==> src/rtl/md_pkg.sv <==
// Shared types and constants for the multiply/divide request scheduler.
package md_pkg;

  // Request opcodes as presented by the pipeline on req_op.
  typedef enum logic [2:0] {
    MULT  = 3'b000,
    MULTU = 3'b001,
    DIV   = 3'b010,
    DIVU  = 3'b011,
    MTHI  = 3'b100,
    MTLO  = 3'b101,
    MFHI  = 3'b110,
    MFLO  = 3'b111
  } md_op_e;

  // Scheduler states.
  typedef enum logic [1:0] {
    IDLE  = 2'd0,
    ISSUE = 2'd1,
    WAIT  = 2'd2
  } md_state_e;

  localparam int MD_QDEPTH    = 2;
  localparam int MD_PAYLOAD_W = 67;

  // One queued operation: opcode plus both operands.
  typedef struct packed {
    logic [2:0]  op;
    logic [31:0] a;
    logic [31:0] b;
  } md_entry_t;

  // mfhi/mflo are the only ops that read HI/LO instead of queueing work.
  function automatic logic is_mf(input logic [2:0] op);
    return op[2] & op[1];
  endfunction

endpackage

==> src/rtl/md_fifo.sv <==
// Two-entry FIFO holding pending {op, a, b} entries for the MD unit.
module md_fifo
  import md_pkg::*;
(
  input  logic                    clk,
  input  logic                    reset,
  input  logic                    push,
  input  logic [MD_PAYLOAD_W-1:0] din,
  input  logic                    pop,
  output logic [MD_PAYLOAD_W-1:0] dout,
  output logic                    full,
  output logic                    empty,
  output logic [1:0]              count
);

  logic [MD_PAYLOAD_W-1:0] mem [MD_QDEPTH];
  logic                    wr_ptr;
  logic                    rd_ptr;
  logic [1:0]              cnt;
  logic                    do_push;
  logic                    do_pop;

  assign do_push = push && !full;
  assign do_pop  = pop && !empty;

  // Pointer and occupancy bookkeeping; push+pop together keeps the count.
  always_ff @(posedge clk or posedge reset) begin
    if (reset) begin
      wr_ptr <= 1'b0;
      rd_ptr <= 1'b0;
      cnt    <= 2'd0;
    end else begin
      if (do_push) wr_ptr <= ~wr_ptr;
      if (do_pop)  rd_ptr <= ~rd_ptr;
      case ({do_push, do_pop})
        2'b10:   cnt <= cnt + 2'd1;
        2'b01:   cnt <= cnt - 2'd1;
        default: cnt <= cnt;
      endcase
    end
  end

  // Payload storage; contents are don't-care while the slot is empty.
  always_ff @(posedge clk) begin
    if (do_push) mem[wr_ptr] <= din;
  end

  assign dout  = mem[rd_ptr];
  assign full  = (cnt == 2'(MD_QDEPTH));
  assign empty = (cnt == 2'd0);
  assign count = cnt;

endmodule

==> src/rtl/md_sched.sv <==
// Queues committed multiply/divide/HI-LO writes, issues them one at a time to
// the MD unit, and answers mfhi/mflo once all queued work has drained.
//
// Handshake: a request transfers on a rising edge where req_valid and
// req_ready are both high; req_ready may depend combinationally on req_op,
// req_b and the current queue/MD state, and the pipeline holds its request
// stable while req_valid is high and req_ready is low.
module md_sched
  import md_pkg::*;
(
  input  logic        clk,
  input  logic        reset,
  input  logic        req_valid,
  input  logic [2:0]  req_op,
  input  logic [31:0] req_a,
  input  logic [31:0] req_b,
  output logic        req_ready,
  output logic [31:0] rdata,
  output logic        md_start,
  output logic [2:0]  md_opt,
  output logic [31:0] md_v1,
  output logic [31:0] md_v2,
  input  logic        md_busy,
  input  logic [31:0] md_hi,
  input  logic [31:0] md_lo,
  output logic [1:0]  q_count,
  output logic [1:0]  dbg_state
);

  md_state_e               state;
  logic                    req_mf;
  logic                    req_div0;
  logic                    push;
  logic                    pop;
  logic                    have_work;
  logic                    go_issue;
  logic                    fifo_full;
  logic                    fifo_empty;
  logic [MD_PAYLOAD_W-1:0] fifo_din;
  logic [MD_PAYLOAD_W-1:0] fifo_dout;
  md_entry_t               next_head;

  assign req_mf   = is_mf(req_op);
  // Divide by zero is swallowed: accepted but never reaches the MD unit.
  assign req_div0 = (req_op[2:1] == 2'b01) && (req_b == 32'd0);
  assign push     = req_valid && !req_mf && !fifo_full && !req_div0;
  assign pop      = (state == ISSUE);
  assign fifo_din = {req_op, req_a, req_b};

  md_fifo u_fifo (
    .clk   (clk),
    .reset (reset),
    .push  (push),
    .din   (fifo_din),
    .pop   (pop),
    .dout  (fifo_dout),
    .full  (fifo_full),
    .empty (fifo_empty),
    .count (q_count)
  );

  // Ready/read-data: MD ops wait only for queue space; mf ops wait for the
  // queue and the MD unit to go fully quiet so HI/LO are final.
  always_comb begin
    req_ready = 1'b1;
    rdata     = 32'd0;
    if (req_valid) begin
      if (req_mf) begin
        req_ready = fifo_empty && !md_busy && !md_start;
        if (req_ready) rdata = req_op[0] ? md_lo : md_hi;
      end else begin
        req_ready = !fifo_full;
      end
    end
  end

  // The entry that will be at the head after this edge. Only when the queue
  // is empty can that be the entry being pushed right now.
  assign next_head = fifo_empty ? md_entry_t'(fifo_din) : md_entry_t'(fifo_dout);
  assign have_work = !fifo_empty || push;
  assign go_issue  = have_work &&
                     ((state == IDLE) || ((state == WAIT) && !md_busy));

  // Scheduler FSM with registered start pulse and operands.
  always_ff @(posedge clk or posedge reset) begin
    if (reset) begin
      state    <= IDLE;
      md_start <= 1'b0;
      md_opt   <= 3'd0;
      md_v1    <= 32'd0;
      md_v2    <= 32'd0;
    end else begin
      case (state)
        IDLE:    if (go_issue) state <= ISSUE;
        ISSUE:   state <= WAIT;
        WAIT:    if (!md_busy) state <= go_issue ? ISSUE : IDLE;
        default: state <= IDLE;
      endcase
      if (go_issue) begin
        md_start <= 1'b1;
        md_opt   <= next_head.op;
        md_v1    <= next_head.a;
        md_v2    <= next_head.b;
      end else begin
        md_start <= 1'b0;
        md_opt   <= 3'd0;
        md_v1    <= 32'd0;
        md_v2    <= 32'd0;
      end
    end
  end

  assign dbg_state = state;

endmodule
==> config.mk <==
export PLATFORM = sky130hd
export DESIGN_NAME = md_sched
export DESIGN_NICKNAME = d
export VERILOG_FILES = /design/src/rtl/md_pkg.sv /design/src/rtl/md_fifo.sv /design/src/rtl/md_sched.sv
export SDC_FILE = /design/constraint.sdc
export NUM_CORES = 1
export LEC_CHECK = 0
export ABC_AREA = 1
export ABC_CLOCK_PERIOD_IN_PS = 11000
export CAP_MARGIN = 20
export CORE_ASPECT_RATIO = 0.8
export CORE_UTILIZATION = 40
export DETAILED_ROUTE_END_ITERATION = 6
export PLACE_DENSITY = 0.69
export SKIP_CTS_REPAIR_TIMING = 1
export SKIP_LAST_GASP = 1
export SLEW_MARGIN = 30
export SYNTH_ARGS = -nofsm -noshare
export SYNTH_HDL_FRONTEND = slang
export SYNTH_SLANG_ARGS = --single-unit
==> constraint.sdc <==
create_clock -name clk -period 11 [get_ports clk]
set_input_delay 2.2 -clock clk [delete_from_list [all_inputs] [get_ports clk]]
set_output_delay 2.2 -clock clk [all_outputs]
set_load 0.01 [all_outputs]
Word level (Yosys, flattened, before mapping)
Memories as Yosys holds them, arrays and structs flattened.
Cells that the tools add are included.
Word-level totals
  register bits after elaboration: 74
  bits in latches: 0
  bits in writable memories: 134
  memory bits (read-only): 0
  logic and storage cells: 63
  memories: 1
Operators by class
  add/subtract/negate cells: 2
  $mul: 0
  divide/modulo/power cells: 0
  order comparisons: 0
  equal/unequal tests: 8
  shift-type cells: 0
  muxes and demuxes: 18
  bitwise logic cells: 3
  reductions and logical operators: 23
Memory list
  u_fifo.mem: depth 2, width 67, rd ports 1, clocked after memory_dff 0, write ports 1, RTL line md_fifo.sv:16  | logic [MD_PAYLOAD_W-1:0] mem [MD_QDEPTH];
Operators with widths (number)
  $mux 32: 6
  $mux 67: 1
  $logic_not 32->1: 1
  $logic_and 1x1->1: 10
  $eq 2x1->1 const B: 3
  $eq 2x2->1 const B: 3
  $logic_not 1->1: 6
  $mux 1: 6
  $pmux 2 s3: 1
  $logic_not 2->1: 2
  $mux 2: 2
  $ne 2x2->1 const B: 2
  $pmux 2 s2: 1
  $mux 3: 1
  $add 2x1->2 const B: 1
  $logic_or 1x1->1: 2
  $not 1->1: 2
  $reduce_and 2->1: 1
  $reduce_bool 2->1: 1
  $sub 2x1->2 const B: 1
  $and 1x1->1: 1

Logic depth before layout (Yosys ltp)
Gate-level depths: netlist of the first run.
  depth in word-level cells: 10
  depth in mapped cells: 12
  depth with buffers taken out: 11

Modules after synthesis
From an unflattened synthesis of the first run, not the netlist that was laid out.
Second synthesis, totals
  cell total of the unflattened synthesis: 721
  area, all modules: 8754.6 sq um
By module, submodules not included
  md_fifo: times used 1, cells each 383, area each 5303.8 sq um, sequential area each 4124.0 sq um
  md_sched: times used 1, cells each 338, area each 3450.8 sq um, sequential area each 1751.7 sq um

Worst setup path after synthesis of the first run
Ideal clock, no wire load.
  kind: input to register
  start: in req_b[17]
  end: mem u_fifo.mem[1][0] (enable)
  data arrival time: 5.389 ns
  data required time: 10.506 ns
  path slack: 5.117 ns
  stages on the path: 8
  path buffers: 0
  cell sequence: inv_1 nand2_1 nor2_1 nand2_1 nor2_1 nand3_1 nand2_2 nor2_1
On the way
  cells in the longest elaborated chain, start to end: 7
Ends and longest elaborated chain
  from (decl): RTL line md_sched.sv:16  | input logic [31:0] req_b,
  $logic_not 32->1: RTL line md_sched.sv:45  | assign req_div0 = (req_op[2:1] == 2'b01) && (req_b == 32'd0);
  $logic_and 1x1->1: RTL line md_sched.sv:45
  $logic_not 1->1: RTL line md_sched.sv:46  | assign push = req_valid && !req_mf && !fifo_full && !req_div0;
  $logic_and 1x1->1: RTL line md_sched.sv:46
  $logic_and 1x1->1: RTL line md_fifo.sv:23  | assign do_push = push && !full;
  $mux 1: RTL line md_fifo.sv:45  | if (do_push) mem[wr_ptr] <= din;
  $mux 1 (not written as such): RTL line md_fifo.sv:45
  to (decl): RTL line md_fifo.sv:16
Every way passes these cells.

Worst setup path in the final report of the first run
  start: in md_busy
  end: out rdata[4]
On the way
  cells in the longest elaborated chain, start to end: 6
Ends and longest elaborated chain
  from (decl): RTL line md_sched.sv:23  | input logic md_busy,
  $logic_not 1->1
  $logic_and 1x1->1 (2 in a row): RTL line md_sched.sv:69  | req_ready = fifo_empty && !md_busy && !md_start;
  $mux 32: RTL line md_sched.sv:70  | if (req_ready) rdata = req_op[0] ? md_lo : md_hi;
  $mux 32: RTL line md_sched.sv:68  | if (req_mf) begin
  $mux 32: RTL line md_sched.sv:67  | if (req_valid) begin
  to (decl): RTL line md_sched.sv:18  | output logic [31:0] rdata,
Every way passes these cells.

==> results of run 1 <==
-- sequential cells by signal, summed over array words and instances, names as in the netlist --
| name | flops |
|---|---|
| u_fifo.mem | 134 |
| md_v1 | 32 |
| u_fifo.wr_ptr | 1 |
| u_fifo.rd_ptr | 1 |
| md_v2 | 32 |
| dbg_state | 2 |
| md_start | 1 |
| u_fifo.count | 2 |
| md_opt | 3 |
-- placed cells by master, fill, tap and decap left out, drive strengths merged --
cell,synthesis,layout
buf,24,9
dfrtp,74,74
nand2,147,147
a21oi,2,2
o21ai,70,70
xnor2,1,1
nand4,1,1
clkinvlp,0,1
mux2i,32,32
nand3,73,73
nor2,123,123
inv,19,18
nor3,1,1
xor2,2,2
clkinv,0,4
edfxtp,134,134
clkbuf,19,34
ha,1,1
bufinv,0,2
or2,1,1
clkdlybuf4s50,0,238
-- worst paths after layout --
check	slack [ns]	depth (start not counted)	startpoint	end
max	4.85	6	md_busy	rdata[4]
min	0.51	1	dbg_state[0]	dbg_state[1]
max reg2reg	8.56	6	u_fifo.count[1]	u_fifo.mem[0][63]
min reg2reg	0.51	1	dbg_state[0]	dbg_state[1]
max in group asynchronous	8.18	3	reset	u_fifo.rd_ptr
min in group asynchronous	2.18	3	reset	md_v1[3]
-- layer usage --
metal,share of wire (%),GRT usage (%)
met4,1.4,3.90
met5,0,0
met1,41,24.8
met2,51,35.1
met3,6.7,3.60
-- report_power, final --
part           internal (mW)  switching [mW]
Combinational          0.381           0.574
Clock                  0.472           0.298
Sequential              1.04          0.0552
-- layout make-up --
type                       instances  share of cell area (%)
clock buffer                      34                    5.81
clock inverter                     6                   0.806
tap                              264                    2.84
inverter                          19                   0.644
multi-input combinational        454                    18.4
timing repair buffer             247                    21.1
sequential                       208                    50.5
-- kinds of logic after synthesis --
logic type	after synthesis	synth area share [%]
AND/OR/NAND/NOR	346	17.0
XOR/XNOR	3	0.318
adder cells (fa/ha/maj)	1	0.151
multiplexers	32	3.87
AO/OA/AOI/OAI	72	4.35
buffers and inverters	62	3.30
flip-flops	208	71.0
-- worst max-delay path: stages --
cell and delay (ns):
clkdlybuf4s50_1 0.44, nor3_2 0.23, nand4_1 0.13, buf_4 0.25
nor2_1 0.13, clkdlybuf4s50_1 0.55
==> flow_summary_export.csv, run 1 <==
group,metric,value,unit
critical_path,setup.worst_path.class,"input pin to primary output",
hold_path,min_path_type,"flip-flop to flip-flop",
cells_and_area,final_cells,1232,
timing,tightest_slew,0.945,ns
detailed_routing,postRouteAntennaNets,0,
critical_path,critPathCaptureType,"primary output",
global_route,grt_overflow,0,
run_status,status,"finished, final reports clean",
clock_tree,insertion_delay,0.50,ns
synth,synth_edf_count,134,
timing,rsz0062_at_grt,"false",
global_route,grt_usage,19.5,%
timing,setup_tns,0,ns
cells_and_area,utilization,58.2,%
timing,fin_crit,6.15,ns
synth,yosys.area.top_type,"edfxtp_1",
clock_tree,cts-htree-levels,1,
cells_and_area,nets,1088,
detailed_routing,drcViolationCount,0,
timing,hold_viol,0,
timing,slew_headroom,37.0,%
power,cellLeakagePower,4.68,nW
cells_and_area,area.growth.synth_to_final,40.8,%
synth,synth_nets,860,
floorplanning,core_area,20000,µm²
clock_tree,root_buffer,"clkbuf_16",
synth,synthArstFlopShare,35.6,%
floorplanning,row_count,46,
placed_design,io_buffers,239,
cells_and_area,multi_input_area,2140,µm²
synth,synth.avg_cell_area,11.4,µm²
power,power,2.82,mW
synth,ys_seq_elements,208,
job,cap_violations,0,
synth,synthCells,724,
timing,slew_violations,0,
critical_path,cp-start-kind,"input pin",
clock_tree,clockBufferDepth,3,
synth,synth_area,8270,µm²
synth,yosysTopAreaCellShare,48.6,%
synth,synth_common_cells,"nand2_1, edfxtp_1, nor2_1",
power,peakVddDrop,0.124,mV
cells_and_area,fin_area,11600,µm²
floorplanning,fp.dieW,163,µm
floorplanning,start_util,41.3,%
timing,setup_viol,0,
critical_path,cp_data_arrival_time,3.95,ns
detailed_routing,vias,6040,
critical_path,cp_data_required_time,8.80,ns
timing,whs,0.506,ns
critical_path,path_max_fanout,32,
detailed_routing,dr.pass1.iters,5,
power,powerDensity,242,nW/µm²
cells_and_area,diodes,0,
detailed_routing,viasPerCell,4.90,
placed_design,dp_slack,4.85,ns
floorplanning,die_h,131,µm
placed_design,gp_congestion,0.806,
clock_tree,cts_made_buffers,22,
cells_and_area,seqCellArea,5880,µm²
placed_design,dpl_cell_area,10900,µm²
timing,period_share,55.9,%
timing,skew,0.00845,ns
synth,synth_warnings,0,
floorplanning,top_level_ports,240,
global_route,antenna_found_initial,0,
clock_tree,clk_pin_slew,0.06,ns
synth,synth.distinct_cells,22,
placed_design,dp_hpwl,12700,µm
detailed_routing,post_drt_wl_per_cell,16.7,µm
floorplanning,dieArea,21300,µm²
cells_and_area,fillerInstances,1644,
global_route,first_global_vias,6102,
detailed_routing,routed_wl,20500,µm
global_route,grt_first_pass_wirelength,32100,µm
placed_design,place_inst,1192,
timing,setup_slack,4.85,ns
synth,synth_top_flop_cell,"edfxtp_1",
timing,max_clock_freq,163,MHz
cells_and_area,layout-drive-gt1-share,5.58,%
synth,synth.area.top_cells,"edfxtp_1, dfrtp_1, nand2_1",
clock_tree,cts_tree,"yes",
synth,ys_seq_area_share,71.0,%
global_route,grt_max_degree,97,
detailed_routing,first_iter_violations,445,
synth,synth_most_common_cell,"nand2_1",
clock_tree,cts.sinks,208,
No activity file was read; power rests on OpenSTA's default activity.
==> run 2: changes to the inputs <==
--- a/config.mk
+++ b/config.mk
@@ -6,7 +6,7 @@
 export NUM_CORES = 1
 export LEC_CHECK = 0
 export ABC_AREA = 1
-export ABC_CLOCK_PERIOD_IN_PS = 11000
+export ABC_CLOCK_PERIOD_IN_PS = 6100
 export CAP_MARGIN = 20
 export CORE_ASPECT_RATIO = 0.8
 export CORE_UTILIZATION = 40
==> constraint.sdc (replaced) <==
create_clock -name clk -period 6.1 [get_ports clk]
set_input_delay 1.22 -clock clk [delete_from_list [all_inputs] [get_ports clk]]
set_output_delay 1.22 -clock clk [all_outputs]
set_load 0.01 [all_outputs]
==> flow_summary_export.csv, run 2 (same netlist as run 1, synthesis figures left out) <==
group,metric,value,unit
run_status,status,"finished, final reports clean",
critical_path,r2r-end,"u_fifo.mem[1][7]",
clock_tree,cts-htree-levels,1,
critical_path,r2r_cells,6,
cells_and_area,fillerInstances,1685,
clock_tree,cts_tree,"yes",
floorplanning,top_level_ports,240,
critical_path,cp_data_required_time,4.88,ns
timing,fin_crit,4.15,ns
power,internal_power,3.30,mW
placed_design,dp_hpwl,12900,µm
global_route,antenna_found_initial,0,
hold_path,min-delay-start,"dbg_state[0]",
critical_path,path_depth,5,
detailed_routing,drcViolationCount,0,
power,peakVddDrop,0.247,mV
clock_tree,cts.sinks,208,
clock_tree,root_buffer,"clkbuf_16",
placed_design,gp_congestion,0.768,
global_route,grt_overflow,0,
global_route,grt_usage,19.2,%
cells_and_area,nets,1090,
timing,setup_slack,1.95,ns
timing,period_share,68.1,%
timing,skew,0.0160,ns
critical_path,cp_data_arrival_time,2.93,ns
floorplanning,die_h,131,µm
power,powerDensity,428,nW/µm²
power,switchingPower,1.66,mW
power,clockPowerShare,25.1,%
critical_path,setup.worst_path.class,"input pin to primary output",
critical_path,worst_path_max_delay_cell,"clkdlybuf4s50_1",
cells_and_area,layout-drive-gt1-share,5.15,%
timing,setup_viol,0,
floorplanning,row_count,46,
critical_path,rrSetupSlack,3.70,ns
cells_and_area,largest_reg_flops,134,
cells_and_area,fin_area,11600,µm²
detailed_routing,dr.pass1.iters,5,
cells_and_area,diodes,0,
critical_path,r2r-start,"u_fifo.count[1]",
global_route,grt_max_degree,92,
clock_tree,clk_pin_slew,0.06,ns
timing,max_clock_freq,241,MHz
cells_and_area,reg.largest.list,"u_fifo.mem x134, md_v1 x32, md_v2 x32",
detailed_routing,postRouteAntennaNets,0,
power,power,4.96,mW
timing,slew_violations,0,
job,cap_violations,0,
critical_path,path_max_fanout,32,
power,switching_share,33.4,%
detailed_routing,routed_wl,20400,µm
timing,slew_headroom,39.2,%
timing,setup_tns,0,ns
global_route,grt_first_pass_wirelength,31600,µm
clock_tree,cts_made_buffers,22,
detailed_routing,post_drt_wl_per_cell,16.5,µm
detailed_routing,first_iter_violations,474,
critical_path,cp_common_cell,"clkdlybuf4s50_1",
floorplanning,core_area,20000,µm²
critical_path,critPathBufInv,3,
timing,tightest_slew,0.912,ns
critical_path,cp_cell_sequence,"clkdlybuf4s50_1 -> nand4_1 -> buf_4 -> nor2_1 -> clkdlybuf4s50_1",
timing,whs,0.483,ns
clock_tree,clockBufferDepth,3,
placed_design,dp_slack,1.95,ns
cells_and_area,final_common_cell,"clkdlybuf4s50_1",
placed_design,io_buffers,239,
floorplanning,start_util,41.3,%
clock_tree,insertion_delay,0.50,ns
power,p_comb_share,35.0,%
detailed_routing,viasPerCell,4.92,
cells_and_area,area.growth.synth_to_final,40.1,%
cells_and_area,regMostFlops,"u_fifo.mem",
global_route,first_global_vias,5896,
timing,hold_viol,0,
floorplanning,fp.dieW,163,µm
placed_design,dpl_cell_area,10900,µm²
floorplanning,dieArea,21300,µm²
cells_and_area,mostFrequentLayoutCells,"clkdlybuf4s50_1, nand2_1, edfxtp_1",
detailed_routing,vias,6068,
critical_path,critPathCaptureType,"primary output",
hold_path,min_path_type,"flip-flop to flip-flop",
power,cellLeakagePower,4.65,nW
critical_path,critPathLaunch,"req_op[2]",
critical_path,slowest_delay,0.63,ns
critical_path,critPathTopFamily,"buffers and inverters",
timing,rsz0062_at_grt,"false",
power,p_seq_share,39.8,%
critical_path,cp-start-kind,"input pin",
critical_path,cp-endpoint,"rdata[0]",
## run 2: per-stage QoR
stage	utilization (%)	std cells
global placement	54.4	1193
global route	57.9	1234
finish	57.9	1234
floorplan	-	724
detailed placement	54.5	1194
CTS	57.9	1234
## run 2: final cells by class
cell class,count,area (µm²),area share [%]
flip-flops and latches,208,5880,50.7
clock inverters,3,28.8,0.248
multi-input cells,454,2140,18.5
inverters,19,76.3,0.658
well taps,264,330,2.85
clock buffers,37,647,5.58
repair buffers,249,2490,21.5
## run 2: power groups by stage
stage / clock network [mW] / logic [mW] / registers, mW
after floorplan: 0 / 0.935 / 2.09
after global placement: 0 / 1.74 / 2.00
after detailed placement: 0 / 1.76 / 2.01
after CTS: 1.28 / 1.78 / 1.98
after global routing: 1.33 / 1.97 / 2.00
final: 1.25 / 1.74 / 1.98
## run 2: worst min path at each step
stage,to,slack [ns],cells after the start
floorplan,u_fifo.wr_ptr,0.48,2
global placement,dbg_state[1],0.47,1
detailed placement,dbg_state[1],0.49,1
CTS,dbg_state[1],0.49,1
global route,dbg_state[1],0.53,1
finish,dbg_state[1],0.48,1
## run 2: layer usage
| layer | GRT usage (%) | vias to the layer above | share of wire, % |
|---|---|---|---|
| li1 | - | 2918 | - |
| met1 | 25.2 | 2908 | 43 |
| met2 | 32.9 | 213 | 49 |
| met3 | 4.17 | 29 | 6.2 |
| met4 | 4.01 | 0 | 1.7 |
| met5 | 0 | - | 0 |
